$ cat src/rtl/fm_meas_ctrl.sv
// fm_meas_ctrl: FM demod measurement sequencer (zero crossings, peak deviation, modulation index).
// Define FM_MEAS_CONT_EN for continuous re-measurement without re-settling.
module fm_meas_ctrl #(
  parameter int SETTLE_CYC   = 4096,
  parameter int GATE_SAMPLES = 1000,
  parameter int HYST         = 8,
  parameter int DF_SHIFT     = 2
) (
  input  logic       clk,
  input  logic       rst,
  input  logic       start,
  input  logic       sample_valid,
  input  logic [9:0] sample,
  output logic       demod_en,
  output logic       busy,
  output logic       done,
  output logic [7:0] mod_freq,
  output logic [7:0] delta_f,
  output logic [7:0] mf
);
  localparam int SW = $clog2(SETTLE_CYC + 1);
  localparam int GW = $clog2(GATE_SAMPLES + 1);
  localparam logic [SW-1:0] SET_LAST  = SW'(SETTLE_CYC - 1);
  localparam logic [GW-1:0] GATE_LAST = GW'(GATE_SAMPLES - 1);
  localparam logic [9:0]    LO_TH     = 10'(512 - HYST);
  localparam logic [9:0]    HI_TH     = 10'(512 + HYST);
  typedef enum logic [2:0] {IDLE, SETTLE, MEASURE, DIVIDE, DONE} state_t;
  state_t state, state_nx;
  logic [SW-1:0] set_cnt;
  logic [GW-1:0] smp_cnt;
  logic [9:0]    peak, peak_nx, mag, pk_sh;
  logic [7:0]    xings, xings_nx, df, df_in, mfq, rem, rem_nx, mf_res;
  logic          armed, armed_nx, inc, last, ge;
  logic [11:0]   quo, quo_nx;
  logic [8:0]    rem_sh;
  logic [3:0]    div_cnt;
  always_comb begin
    mag      = sample >= 10'd512 ? sample - 10'd512 : 10'd512 - sample;
    peak_nx  = mag > peak ? mag : peak;
    inc      = armed && sample > HI_TH;
    xings_nx = inc && xings != 8'hff ? xings + 8'd1 : xings;
    armed_nx = inc ? 1'b0 : (sample < LO_TH ? 1'b1 : armed);
    last     = sample_valid && smp_cnt == GATE_LAST;
    pk_sh    = peak_nx >> DF_SHIFT;
    df_in    = |pk_sh[9:8] ? 8'hff : pk_sh[7:0];
    rem_sh   = {rem, quo[11]};
    ge       = rem_sh >= {1'b0, mfq};
    rem_nx   = ge ? 8'(rem_sh - {1'b0, mfq}) : rem_sh[7:0];
    quo_nx   = {quo[10:0], ge};
    mf_res   = mfq == 8'd0 ? 8'd0 : (|quo_nx[11:8] ? 8'hff : quo_nx[7:0]);
  end
  always_comb begin
    state_nx = state;
    case (state)
      IDLE:    state_nx = start ? SETTLE : IDLE;
      SETTLE:  state_nx = set_cnt == SET_LAST ? MEASURE : SETTLE;
      MEASURE: state_nx = last ? DIVIDE : MEASURE;
      DIVIDE:  state_nx = div_cnt == 4'd11 ? DONE : DIVIDE;
`ifdef FM_MEAS_CONT_EN
      DONE:    state_nx = MEASURE;
`else
      DONE:    state_nx = IDLE;
`endif
      default: state_nx = IDLE;
    endcase
  end
  assign busy = state != IDLE;
  assign done = state == DONE;
`ifdef FM_MEAS_CONT_EN
  assign demod_en = state == SETTLE || state == MEASURE || state == DONE;
`else
  assign demod_en = state == SETTLE || state == MEASURE;
`endif
  always_ff @(posedge clk or posedge rst)
    if (rst) begin
      state    <= IDLE;
      set_cnt  <= '0;
      smp_cnt  <= '0;
      peak     <= '0;
      xings    <= '0;
      armed    <= 1'b0;
      df       <= '0;
      mfq      <= '0;
      quo      <= '0;
      rem      <= '0;
      div_cnt  <= '0;
      mod_freq <= '0;
      delta_f  <= '0;
      mf       <= '0;
    end else begin
      state   <= state_nx;
      set_cnt <= state == SETTLE ? set_cnt + 1'b1 : '0;
      if (state_nx == MEASURE && state != MEASURE) begin
        smp_cnt <= '0;
        peak    <= '0;
        xings   <= '0;
        armed   <= 1'b0;
      end else if (state == MEASURE && sample_valid) begin
        smp_cnt <= smp_cnt + 1'b1;
        peak    <= peak_nx;
        xings   <= xings_nx;
        armed   <= armed_nx;
      end
      // operands latched from the final sample's updated peak/crossings
      if (state == MEASURE && last) begin
        df      <= df_in;
        mfq     <= xings_nx;
        quo     <= {df_in, 4'b0};
        rem     <= '0;
        div_cnt <= '0;
      end else if (state == DIVIDE) begin
        quo     <= quo_nx;
        rem     <= rem_nx;
        div_cnt <= div_cnt + 4'd1;
      end
      if (state == DIVIDE && state_nx == DONE) begin
        mod_freq <= mfq;
        delta_f  <= df;
        mf       <= mf_res;
      end
    end
endmodule

$ cat config.mk
export PLATFORM = sky130hd
export DESIGN_NAME = fm_meas_ctrl
export DESIGN_NICKNAME = d
export VERILOG_FILES = /design/src/rtl/fm_meas_ctrl.sv
export SDC_FILE = /design/constraint.sdc
export NUM_CORES = 1
export LEC_CHECK = 0
export ABC_AREA = 0
export BUFFER_PORTS_ARGS = -buffer_cell sky130_fd_sc_hd__buf_2
export CAP_MARGIN = 30
export CELL_PAD_IN_SITES_DETAIL_PLACEMENT = 0
export CELL_PAD_IN_SITES_GLOBAL_PLACEMENT = 1
export CORE_AREA = 2 2 115 117
export CTS_CLUSTER_SIZE = 20
export DETAILED_ROUTE_END_ITERATION = 12
export DIE_AREA = 0 0 117 119
export GPL_TIMING_DRIVEN = 0
export PLACE_DENSITY = 0.73
export SLEW_MARGIN = 40
export SYNTH_ARGS = -nofsm -noshare
export SYNTH_HDL_FRONTEND = slang
export SYNTH_SLANG_ARGS = --single-unit
$ cat constraint.sdc
create_clock -name clk -period 4.5 [get_ports clk]
set_clock_uncertainty 0.2 [all_clocks]
set_input_delay 0.45 -clock clk [delete_from_list [all_inputs] [get_ports clk]]
set_output_delay 0.45 -clock clk [all_outputs]
set_load 0.1 [all_outputs]
======== Yosys cells after proc, flatten, opt, wreduce, memory -nomap -nowiden ========
Index checks and enable logic that the tools add are counted.
storage, ports and cells
  register bits ........................... 109
  bits of input ports ..................... 14
  word-level logic and storage cells ...... 84
cells by class
  $add $sub $neg .......................... 7
  magnitude comparators ................... 5
  equality and inequality tests ........... 11
  mux-type cells .......................... 28
  reductions and logical operators ........ 18
operators with widths
  operator                                             number
  2-to-1 mux 8 bit                                     8
  2-to-1 mux 10 bit                                    6
  2-to-1 mux 12 bit                                    2
  adder 13 x 1 -> 13 bit, second input constant        1
  == test 13 x 12 -> 1 bit, second input constant      1
  2-to-1 mux 13 bit                                    1
  one-hot mux 3 bit (4 select lines)                   1
  adder 10 x 1 -> 10 bit, second input constant        1
  == test 10 bit, second input constant                1
  >= comparator 10 bit, second input constant          1
  > comparator 10 bit                                  1
  > comparator 10 bit, second input constant           1
  < comparator 10 x 9 -> 1 bit, second input constant  1
  subtractor 10 bit, first input constant              1
  subtractor 10 bit, second input constant             1
  == test 3 x 2 -> 1 bit, second input constant        3
  >= comparator 9 x 8 -> 1 bit                         1
  adder 8 x 1 -> 8 bit, second input constant          1
  zero test 8 bit                                      1
  2-to-1 mux 4 bit                                     2
  != test 8 bit, second input constant                 1
  subtractor 8 bit                                     1
  logical AND 1 bit                                    7
  == test 3 bit, second input constant                 2
  other kinds (13)                                     22

======== Depth between registers and ports, before layout ========
Gate-level depths: netlist (run 1).
  depth after elaboration ................. 8
  gate-level depth with buffers ........... 14
  depth with buffers taken out ............ 13

======== Worst setup path after synthesis (run 1) ========
Ideal clock, no wire load.
  path type ............................... reg2out
  start point ............................. register state[0]
  end point ............................... output port done
  arrival time ............................ 2.800 ns
  data required time ...................... 3.850 ns
  setup slack ............................. 1.050 ns
  cell stages (with the launch flop) ...... 3
  path through ............................ dfrtp_1 clkbuf_1 nor3b_1
between the ends
  cells in the longest elaborated chain, start to end .. 1
RTL lines
  what                      line  RTL
  start: declaration        28    state_t state, state_nx;
  start signal: assignment  91    state <= state_nx;
  == test 3 bit             68    assign done = state == DONE;
  end: declaration          16    output logic done,
No other way between the ends.

======== Worst setup path after layout (run 1) ========
  start point ............................. input port sample[0]
  end point ............................... register quo[4]
between the ends
  cells in the longest elaborated chain, start to end .. 5
  elaborated cells between the ends (all ways) .. 7
  those cells by class .................... add/sub (2); order compare (2); mux (3)
RTL lines
  what                                                       line  RTL
  start: declaration                                         13    input logic [9:0] sample,
  subtractor 10 bit or >= comparator 10 bit (tied branches)  38    mag = sample >= 10'd512 ? sample - 10'd512 : 10'd512 - sample;
  2-to-1 mux 10 bit *                                        38
  > comparator 10 bit                                        39    peak_nx = mag > peak ? mag : peak;
  2-to-1 mux 10 bit *                                        39
  2-to-1 mux 12 bit *                                        105   if (state == MEASURE && last) begin
  end signal: assignment                                     108   quo <= {df_in, 4'b0};
  end signal: assignment                                     112   quo <= quo_nx;
  end: declaration                                           34    logic [11:0] quo, quo_nx;
Every way passes the cells marked *; elsewhere a longest branch is shown, timed or not. The select of a mux whose other input is x is not followed.
A chain may end at the register's enable or synchronous reset.

==> results of run 1 <==
how the worst max path moves through the flow:
stage / endpoint / slack, ns / start / cells after the start
4_1_cts: quo[11] / 0.88 / sample[0] / 13
2_1_floorplan: armed / 0.98 / rst / 1
6_report: quo[4] / 0.87 / sample[0] / 13
3_5_place_dp: quo[11] / 0.51 / sample[0] / 13
3_3_place_gp: set_cnt[3] / -0.34 / rst / 2
5_1_grt: quo[4] / 0.68 / sample[0] / 13
stage by stage:
step | hold slack (ns) | setup WS, ns | utilization (%)
floorplan | 0.224 | 0.976 | -
CTS | 0.177 | 0.881 | 49.7
finish | 0.181 | 0.875 | 49.7
global placement | 0.238 | -0.337 | 47.0
global route | 0.217 | 0.678 | 49.7
detailed placement | 0.246 | 0.510 | 47.3
power by group through the flow:
stage               clock, mW  combinational [mW]  sequential, mW
floorplan                   0              0.0378           0.998
global placement            0              0.0592           0.998
detailed placement          0              0.0644           0.998
CTS                     0.806              0.0653           0.979
global route            0.848              0.0733           0.978
finish                  0.790              0.0628           0.979
flip-flops by register name (all words and copies together) (netlist names):
name / flops
xings: 8
delta_f: 8
state: 3
mf: 8
rem: 8
smp_cnt: 10
mod_freq: 8
df: 8
set_cnt: 13
peak: 10
quo: 12
div_cnt: 4
mfq: 8
armed: 1
cell usage in the layout (no fill, tap or decap), types with 2 or more instances in the layout:
cell       count
a21oi_1       22
or3_1          4
nor3_1         8
a31oi_1        3
nor2b_1        3
buf_2         44
nor2_1        58
and3_1        11
nor4b_1        3
and2_1         4
clkinv_2       2
ha_1          23
xnor2_1       17
o211ai_1       3
clkbuf_1      21
a211oi_1       3
clkbuf_16      9
nor4_1         5
mux2i_1       16
mux2_2         2
o31ai_1       11
and4_1         6
nand3_1       11
xor2_1        29
clkbuf_8       4
nand2_1      114
dfrtp_1      109
o21a_1         2
nand2b_1       4
inv_1         23
o21ai_0       57
nand4_1       13
repair_timing:
| action | CTS | global route |
|---|---|---|
| hold endpoints to repair | 42 | 0 |
| hold buffers | 1 | 0 |
| endpoints found under the setup margin | 0 | 0 |
layer usage:
layer  wire [um]  GRT usage, %
met5           0             0
met4         187          6.40
met3         331          2.75
met2        5700          30.1
met1        6090          27.1
final cells by class:
class	count	area share, %
Inverter	24	1.53
Buffer	25	1.55
Tap cell	176	3.44
Timing Repair Buffer	42	3.72
Clock buffer	13	4.38
Clock inverter	3	0.274
Multi-Input combinational cell	450	42.5
Sequential cell	109	42.7
worst max-delay path, cell delays in order:
cell,delay [ns]
buf_2,0.12
inv_1,0.08
ha_1,0.21
or4b_2,0.62
nor2_1,0.12
nor2_1,0.06
xor2_1,0.19
ha_1,0.33
and4_1,0.22
o21ai_0,0.14
a21oi_2,0.54
mux2i_1,0.42
o21ai_0,0.14
cell families after synthesis:
| logic type | share of synthesized area (%) |
|---|---|
| compound gates | 11.7 |
| buf+inv | 3.35 |
| simple gates | 20.7 |
| xor+xnor | 7.15 |
| mux | 3.24 |
| flops | 48.4 |
| fa+ha+maj | 5.47 |
==> impl_results.md, run 1 <==
- Int Power: 1.43 mW
- Largest area contributor in the netlist: dfrtp_1
- Number of flops mapped to enable cells by yosys: 0
- WL final: 12300 um
- Pin count of the biggest net entering global routing: 68
- Pleak: about 3.0 nW
- Fmax: 276 MHz
- Design area: 6390 um^2
- Predominant post-synthesis flop cell: dfrtp_1
- Most common cell in the netlist: nand2_1
- Synth cell count leaders: 114 x nand2_1, 109 x dfrtp_1, 58 x nor2_1
- Initial core utilization: 43.7%
- CP startpoint kind: input port
- Mean Syn Cell Area: around 9 um^2
- Fillcell total: approximately 1300
- Finished Layout Cells: 842
- Critical path arrival: 3.64 ns
- R2R depth: 7
- Clk sinks: roughly 110
- Hold crit path type: input port to register
- #FFs+latches synth: roughly 110
- Root Driver: clkbuf_16
- Clock tree buffer depth: 2
- Final GP Congestion: 0.882
- Via count: 4318
- DIE AREA: 13900 um^2
- Reg power frac: 53.5%
- Ys Warns: 0
- Placed cells: 825
- HPWL after DPL: 9120 um
- WHS Endpoint: peak[0]
- # DRC: 0
- Flop2flop setup slack: 1.81 ns
- Setup Crit Path Kind: input port to register
- Die height: approximately 120 um
- Synth top area share: 48.4%
- RSZ-0062 raised after global routing: false
- CP required: roughly 4.5 ns
- Total power: around 1.8 mW
- Post-synth net total: between 600 and 700
- Wire per inst: 14.6 um
- Antenna cells: 0
- Clock network fraction of design power: 43.1%
- Congestion Overflow GR: 0
- Asr flop ratio synth: between 90% and 100%
- FF/Latch Area: 2730 um^2
- Antenna violations before repair: 0
- Result of the run: finished, final reports clean
- Worst slew pin tran: 0.842 ns
- P&R area growth vs syn: 13.6%
- H-tree depth: 3
- Logic pwr share: about 3.4%
- Fraction of layout instances using a drive strength above 1: 10.5%
- Final setup violation count: 0
- Clk slew on worst S/H paths: 0.07 ns
- IO Pins: 41
- Worst reg2reg path endpoint: rem[1]
- Via-per-instance ratio: 5.13
- Max-slew headroom: around 43%
- NetSw: 0.399 mW
- Syn Inst Count: 608
- Cell variety after synth: 47
- Num rows: 42
- Pwr dens: 286 nW/um^2
- Synth Cell Area: 5630 um^2
- Global-route wire length before repair: roughly 21000 um
- Post-CTS setup buffer count: 0
- CP Max Fanout: 8
- Sw Ratio: a little over a fifth
- TritonCTS buffer count: 9
- Total negative slack: 0 ns
- Die width: roughly 120 um
- Worst hold start: sample[0]
- Reg2reg start: mfq[6]
- Hold path depth: 3
- Final nets: 699
- Number of global-route vias before repair: between 4000 and 5000
- Final min period: 3.63 ns
- Placed Area: 6090 um^2
- Core area: 12900 um^2
- Clock Latency Late Sink: ~0.35 ns
- CTS resizes: 0
- Multi-input gate area: 2720 um^2
- Antenna Violating Nets Remaining: 0
- Pins Over Slew Limit: 0
- Setup crit end kind: register
- CTS tree: built
- Final hold violations: 0
- Max IR drop VDD: around 0.00015 V
- Max-cap viol count: 0
- Largest cells by area after synthesis: dfrtp_1 48%, nand2_1 7.6%, ha_1 5.1%
- Total track usage: 19.1%
- First-pass detailed-route iteration total: 5
- Port bufs: 40
- Post-synthesis sequential area ratio: 48.4%
- Drt initial violations: 233
- Final cycle utilization of the critical path: 80.6%
Power figures use the tool's default switching activity.
==> run 2: changes to the inputs <==
--- a/config.mk
+++ b/config.mk
@@ -5,17 +5,17 @@
 export SDC_FILE = /design/constraint.sdc
 export NUM_CORES = 1
 export LEC_CHECK = 0
-export ABC_AREA = 0
+export ABC_AREA = 1
 export BUFFER_PORTS_ARGS = -buffer_cell sky130_fd_sc_hd__buf_2
 export CAP_MARGIN = 30
 export CELL_PAD_IN_SITES_DETAIL_PLACEMENT = 0
 export CELL_PAD_IN_SITES_GLOBAL_PLACEMENT = 1
-export CORE_AREA = 2 2 115 117
+export CORE_AREA = 2 2 120 122
 export CTS_CLUSTER_SIZE = 20
 export DETAILED_ROUTE_END_ITERATION = 12
-export DIE_AREA = 0 0 117 119
+export DIE_AREA = 0 0 122 124
 export GPL_TIMING_DRIVEN = 0
-export PLACE_DENSITY = 0.73
+export PLACE_DENSITY = 0.74
 export SLEW_MARGIN = 40
 export SYNTH_ARGS = -nofsm -noshare
 export SYNTH_HDL_FRONTEND = slang
==> constraint.sdc (replaced) <==
create_clock -name clk -period 3.6 [get_ports clk]
set_clock_uncertainty 0.2 [all_clocks]
set_input_delay 0.36 -clock clk [delete_from_list [all_inputs] [get_ports clk]]
set_output_delay 0.36 -clock clk [all_outputs]
set_load 0.1 [all_outputs]
==> run 2 against run 1 <==
Against the previous run:
- non-clock buffer count decreased by 12
- global-route usage increased by 0.83 points
- synthesized area increased by 8.3%
- sequential share of layout area decreased by 2.9 points
- final area increased by 7.2%
- register-to-register slack got worse by 0.58 ns
- die area increased by 8.7%
- worst hold slack got worse by 0.059 ns
- flip-flop and latch count unchanged
- clock power increased by 23%
- synthesized cell count increased by 20%
- cell count increased by 15%
==> impl_results.md, run 2 <==
- Final GP Congestion: 0.834 (-5.4%)
- Via count: 4906 (+14%)
- Worst reg2reg path endpoint: mf[0]
- Via-per-instance ratio: 5.07 (-1.1%)
- Max reg flops: 13 (unchanged)
- Crit-path most repeated cell: nand3_1
- Number of global-route vias before repair: 4889 (+16%)
- Top Usage Layer GRT: met2
- Antenna violations before repair: 0 (unchanged)
- Final hold violations: 0 (unchanged)
- Num rows: 43 (+2.4%)
- Most frequent cells in the layout: 178 x nand2_1, 109 x dfrtp_1, 95 x inv_1
- Port bufs: 40 (unchanged)
- Initial core utilization: 44.5% (+0.71 points)
- CP startpoint kind: input port
- Synth cell count leaders: 178 x nand2_1, 109 x dfrtp_1, 96 x inv_1
- M3 GR Usage: 3.94% (+1.2 points)
- Clock Latency Late Sink: 0.35 ns (about the same)
- Pins Over Slew Limit: 0 (unchanged)
- Placed cells: 950 (+15%)
- R2R depth: 8 (+1)
- Worst slew pin tran: 0.658 ns (-0.184 ns)
- Result of the run: finished, final reports clean
- Clock tree buffer depth: 2 (unchanged)
- Met2 usage in global routing: 32.8% (+2.7 points)
- Most common cell in the netlist: nand2_1
- Slowest-stage cell, CP: xor2_1
- Total power: 2.41 mW (+32%)
- Largest Register: set_cnt
- Global-route wire length before repair: 23700 um (+14%)
- Cell variety after synth: 52 (+11%)
- WL final: 13800 um (+12%)
- Final nets: 820 (+17%)
- Max IR drop VDD: 0.000239 V (+64%)
- Die width: 122 um (+4.3%)
- H-tree depth: 3 (unchanged)
- First-pass detailed-route iteration total: 4 (-1)
- Number of flops mapped to enable cells by yosys: 0 (unchanged)
- Buf/Inv on CP: 3 (+1)
- Post-synthesis sequential area ratio: 44.7% (-3.7 points)
- CP required: 3.63 ns (-0.88 ns)
- Synth top area share: 44.7% (-3.7 points)
- Ys Warns: 0 (unchanged)
- Setup Crit Path Kind: input port to register
- Fillcell total: 1364 (+8.9%)
- Antenna cells: 0 (unchanged)
- Core area: 13700 um^2 (+6.6%)
- P&R area growth vs syn: 12.4%
- Reg2reg start: mfq[5]
- M1 GR Usage: 27.4% (+0.33 points)
- Die height: 124 um (+4.2%)
- Fraction of layout instances using a drive strength above 1: 16.3% (+5.8 points)
- Predominant post-synthesis flop cell: dfrtp_1
- CP Max Fanout: 10 (+2)
- IO Pins: 41 (unchanged)
- Critical path arrival: 2.76 ns (-0.88 ns)
- Mean Syn Cell Area: 8.37 um^2 (-9.7%)
- Synth Cell Area: 6100 um^2 (+8.3%)
- Final min period: 2.73 ns
- CTS tree: built
- Finished Layout Cells: 967 (+15%)
- # DRC: 0 (unchanged)
- TritonCTS buffer count: 9 (unchanged)
- Congestion Overflow GR: 0 (unchanged)
- #FFs+latches synth: 109 (unchanged)
- Worst-path cell chain: buf_2 -> inv_1 -> ha_1 -> nand3_1 -> o21ai_0 -> xor2_1 -> ha_1 -> nand2_1 -> nor2_1 -> nand3_1 -> nand3_1 -> nand2_2 -> buf_2 -> nand2_1 -> nand3_1 -> o21ai_0
- Clk sinks: 109 (unchanged)
- Largest area contributor in the netlist: dfrtp_1
- Syn Inst Count: 729 (+20%)
- Wire per inst: 14.3 um (-2.1%)
- Final setup violation count: 0 (unchanged)
- Flop2flop setup slack: 1.23 ns (-0.58 ns)
- Total track usage: 20.0% (+0.83 points)
- Hold path depth: 3 (unchanged)
- CP top delay family: simple AND/OR/NAND/NOR gates
- Commonest non-fill, non-tap cell in the layout: nand2_1
- Max-slew headroom: 55.9% (+13 points)
- Antenna Violating Nets Remaining: 0 (unchanged)
- Post-synth net total: 767 (+19%)
- Final cycle utilization of the critical path: 75.8%
- Asr flop ratio synth: 100% (unchanged)
- Biggest regs: set_cnt: 13 flops, quo: 12 flops
- Largest cells by area after synthesis: dfrtp_1 45%, nand2_1 11%, nand3_1 5.9%
- Pleak: 3.50 nW (+18%)
- Fmax: about 370 MHz
- Hold crit path type: input port to register
- Clk slew on worst S/H paths: 0.07 ns (about the same)
- Max-cap viol count: 0 (unchanged)
- HPWL after DPL: 10200 um (+12%)
- Largest stage delay, worst path: 0.30 ns (-0.32 ns)
- WHS Endpoint: state[0]
- DIE AREA: 15100 um^2 (+8.7%)
- Pin count of the biggest net entering global routing: 67 (-1.5%)
- Worst hold start: start
- Root Driver: clkbuf_16
- Pwr dens: 352 nW/um^2 (+23%)
- Drt initial violations: 298 (+28%)
- CTS resizes: 0 (unchanged)
- RSZ-0062 raised after global routing: false
- Setup crit end kind: register
run 2: cell families (layout without fill, tap and decap cells):
group	Yosys count	after routing	share of synthesized area, %
xor gates and xnor gates	21	21	3.02
buffers and inverters	120	178	8.68
adders and majority gates	24	24	5.05
AOI/OAI and AO/OA	107	107	10.5
and+or+nand+nor	348	348	28.0
DFF	109	109	44.7
run 2: layer usage:
layer | up-vias | wire [um]
li1 | 2480 | -
met1 | 2330 | 6800
met2 | 82 | 6470
met3 | 14 | 438
met4 | 0 | 127
met5 | - | 0
run 2: how the worst max path moves through the flow:
stage	to	depth (start not counted)	start	slack, ns
floorplan	armed	1	rst	0.17
global placement	armed	2	rst	-1.19
detailed placement	df[5]	16	sample[0]	0.45
CTS	df[7]	16	sample[0]	0.83
global route	df[7]	16	sample[0]	0.54
finish	df[0]	16	sample[0]	0.87
run 2: where the power goes:
part           switching (mW)  internal, mW  leakage, nW
logic                   0.132        0.0660         2.08
clock network           0.476         0.496        0.144
registers             0.00794          1.24         1.27
run 2: final cells by class:
class / count / area, um^2 / share of cell area (%)
multi-input combinational: 500 / 2840 / 41.5
sequential: 109 / 2730 / 39.8
inverter: 107 / 424 / 6.19
clock buffer: 10 / 239 / 3.49
timing repair buffer: 42 / 238 / 3.47
tap: 180 / 225 / 3.29
buffer: 13 / 113 / 1.64
clock inverter: 6 / 45.0 / 0.657
run 2: through the flow:
step / setup TNS, ns / worst slack, ns / hold slack [ns] / utilization, % / instance area [um^2]
finish: 0 / 0.872 / 0.122 / 49.9 / 6850
detailed placement: 0 / 0.452 / 0.174 / 47.8 / 6560
floorplan: 0 / 0.166 / 0.233 / - / 6100
CTS: 0 / 0.830 / 0.107 / 49.9 / 6850
global placement: -128.86 / -1.19 / 0.248 / 47.6 / 6520
global route: 0 / 0.541 / 0.120 / 49.9 / 6850
run 2: tightest hold or removal path: stages:
cell and delay, ns:
buf_2 0.10, inv_1 0.05, o2111ai_1 0.12
run 2: repair_timing:
item                       4_1_cts  5_1_grt
hold endpoints to repair        43        0
hold buffers                     1        0
setup buffers                    0        0
setup endpoints to repair        0        0
==> run 3: changes to the inputs <==
==> constraint.sdc (replaced) <==
create_clock -name clk -period 2.7 [get_ports clk]
set_clock_uncertainty 0.2 [all_clocks]
set_input_delay 0.27 -clock clk [delete_from_list [all_inputs] [get_ports clk]]
set_output_delay 0.27 -clock clk [all_outputs]
set_load 0.1 [all_outputs]
==> run 3 against run 2 <==
Against the previous run:
- combinational power up 46%
- setup slack worse by 0.71 ns
- total power up 42%
- sequential share of layout area down 1.2 points
- largest power group unchanged
- core utilization up 1.5 points
- non-clock buffer count up 8
- flip-flop and latch count unchanged
- register-to-register slack worse by 0.84 ns
- first-iteration DRC count up 3.7%
==> impl_results.md, run 3 (synthesized netlist as in run 2, its figures left out) <==
- Root Driver: clkbuf_16
- Via count: 4908 (+0.041%)
- Worst slew pin tran: 0.621 ns (-0.0371 ns)
- H-tree depth: 3 (unchanged)
- Core area: 13700 um^2 (unchanged)
- Final min period: about 2.5 ns
- FF/Latch Area: 2730 um^2 (unchanged)
- Num rows: 43 (unchanged)
- Hold path depth: 3 (unchanged)
- Max-cap viol count: 0 (unchanged)
- TritonCTS buffer count: 9 (unchanged)
- Commonest non-fill, non-tap cell in the layout: nand2_1
- Pwr dens: 486 nW/um^2 (+38%)
- Slowest-stage cell, CP: nor3_2
- Die width: 122 um (unchanged)
- Total power: 3.43 mW (+42%)
- R2R depth: 8 (unchanged)
- Max reg flops: 13 (unchanged)
- Logic pwr share: 8.4% (+0.2 points)
- Max-slew headroom: 58.4% (+2.5 points)
- Buf/Inv on CP: 2 (-1)
- IO Pins: 41 (unchanged)
- Drt initial violations: 309 (+3.7%)
- Biggest regs: set_cnt: 13 flops, quo: 12 flops
- Wire per inst: 14.0 um (-2.0%)
- Initial core utilization: 44.5% (unchanged)
- CTS tree: built
- DIE AREA: 15100 um^2 (unchanged)
- Total negative slack: 0 ns (unchanged)
- Final setup violation count: 0 (unchanged)
- Congestion Overflow GR: 0 (unchanged)
- Final core utilization: 51.4% (+1.5 points)
- Fmax: 394 MHz
- Setup crit end kind: primary output
- HPWL after DPL: 10600 um (+3.8%)
- Pleak: 3.58 nW (+2.4%)
- Clock Latency Late Sink: 0.35 ns (about the same)
- Clk sinks: 109 (unchanged)
- Port bufs: 40 (unchanged)
- P&R area growth vs syn: 15.7%
- Sw Ratio: 23.4% (-2.1 points)
- Max IR drop VDD: 0.000282 V (+18%)
- Fillcell total: 1375 (+0.81%)
- CP Max Fanout: 9 (-1)
- Fraction of layout instances using a drive strength above 1: 17.6% (+1.3 points)
- Reg power frac: 48.3% (-3.2 points)
- Via-per-instance ratio: 5.03 (-0.78%)
- Setup Crit Path Kind: register to primary output
- NetSw: 0.803 mW (+30%)
- Largest Register: set_cnt
- CP top delay family: simple AND/OR/NAND/NOR gates
- Hold crit path type: input port to register
- Final GP Congestion: 0.842 (+0.85%)
- WHS Endpoint: peak[0]
- Most frequent cells in the layout: 177 x nand2_1, 109 x dfrtp_1, 94 x inv_1
- WL final: 13700 um (-1.2%)
- Antenna cells: 0 (unchanged)
- RSZ-0062 raised after global routing: false
- Number of global-route vias before repair: 4780 (-2.2%)
- Antenna violations before repair: 0 (unchanged)
- Final nets: 828 (+0.98%)
- Clock network fraction of design power: 43.2% (+2.9 points)
- Final hold violations: 0 (unchanged)
- Int Power: 2.63 mW (+46%)
- Clk slew on worst S/H paths: 0.07 ns (about the same)
- Global-route wire length before repair: 23700 um (about the same)
- Result of the run: finished, final reports clean
- Clock tree buffer depth: 2 (unchanged)
- Largest stage delay, worst path: 0.57 ns (+0.27 ns)
- # DRC: 0 (unchanged)
- Cell count along the critical path: 4 (-12)
- Antenna Violating Nets Remaining: 0 (unchanged)
- Worst-path cell chain: nor3_2 -> inv_4 -> nand2_1 -> buf_2
- Die height: 124 um (unchanged)
- Critical path arrival: 2.07 ns (-0.69 ns)
- Flop2flop setup slack: 0.39 ns (-0.84 ns)
- Worst hold start: sample[0]
- Multi-input gate area: 2850 um^2 (+0.44%)
- Pins Over Slew Limit: 0 (unchanged)
- Reg2reg start: mfq[5]
- Worst reg2reg path endpoint: mf[0]
- Final cycle utilization of the critical path: 94.1%
- CP required: 2.23 ns (-1.40 ns)
- CP startpoint kind: register
- Total track usage: 20.0% (+0.081 points)
- Pin count of the biggest net entering global routing: 22 (-67%)
- First-pass detailed-route iteration total: 5 (+1)
==> run 3: layer usage <==
layer / up-vias / global-route usage, % / wire length (um)
li1: 2495 / - / -
met1: 2328 / 28.3 / 6730
met2: 68 / 31.7 / 6320
met3: 17 / 2.66 / 385
met4: 0 / 7.26 / 239
met5: - / 0 / 0
==> run 3: power groups by stage <==
stage               combinational [mW]  clock, mW  sequential [mW]
floorplan                        0.195          0             1.69
global placement                 0.257          0             1.69
detailed placement               0.285          0             1.69
CTS                              0.290       1.51             1.66
global route                     0.337       1.60             1.66
finish                           0.289       1.48             1.66
==> run 3: worst max-delay path by stage <==
stage	slack, ns	to	from
global route	0.01	df[2]	sample[0]
CTS	0.03	df[0]	sample[0]
finish	0.16	demod_en	state[1]
floorplan	0.23	df[2]	sample[0]
detailed placement	-0.41	df[0]	sample[0]
global placement	-0.36	df[0]	sample[0]
==> run 3: timing repair <==
action	in CTS	in global routing
resized for setup	0	8
endpoints found under the hold margin	16	0
hold buffers	1	0
pin swaps	1	4
setup endpoints to repair	4	26
setup buffers	1	3
==> run 3: layout make-up <==
cell class	instances	share of cell area, %
Multi-Input combinational cell	500	40.4
Buffer	13	1.68
Clock buffer	12	3.63
Inverter	107	5.96
Clock inverter	4	1.10
Tap cell	180	3.19
Sequential cell	109	38.6
Timing Repair Buffer	50	5.35
==> run 3: tightest hold or removal path: cells and delay by family <==
family / cells / cell delay, ns
compound gates: 1 / 0.08
buf+inv: 2 / 0.18
==> run 3: per-stage QoR <==
step	std cells	hold WS, ns	instance area, um^2	setup slack [ns]
5_1_grt	975	0.0193	7060	0.0128
2_1_floorplan	729	0.233	6110	0.227
4_1_cts	972	0.0158	7020	0.0324
6_report	975	0.0201	7060	0.160
3_5_place_dp	954	0.101	6670	-0.413
3_3_place_gp	949	0.246	6530	-0.357
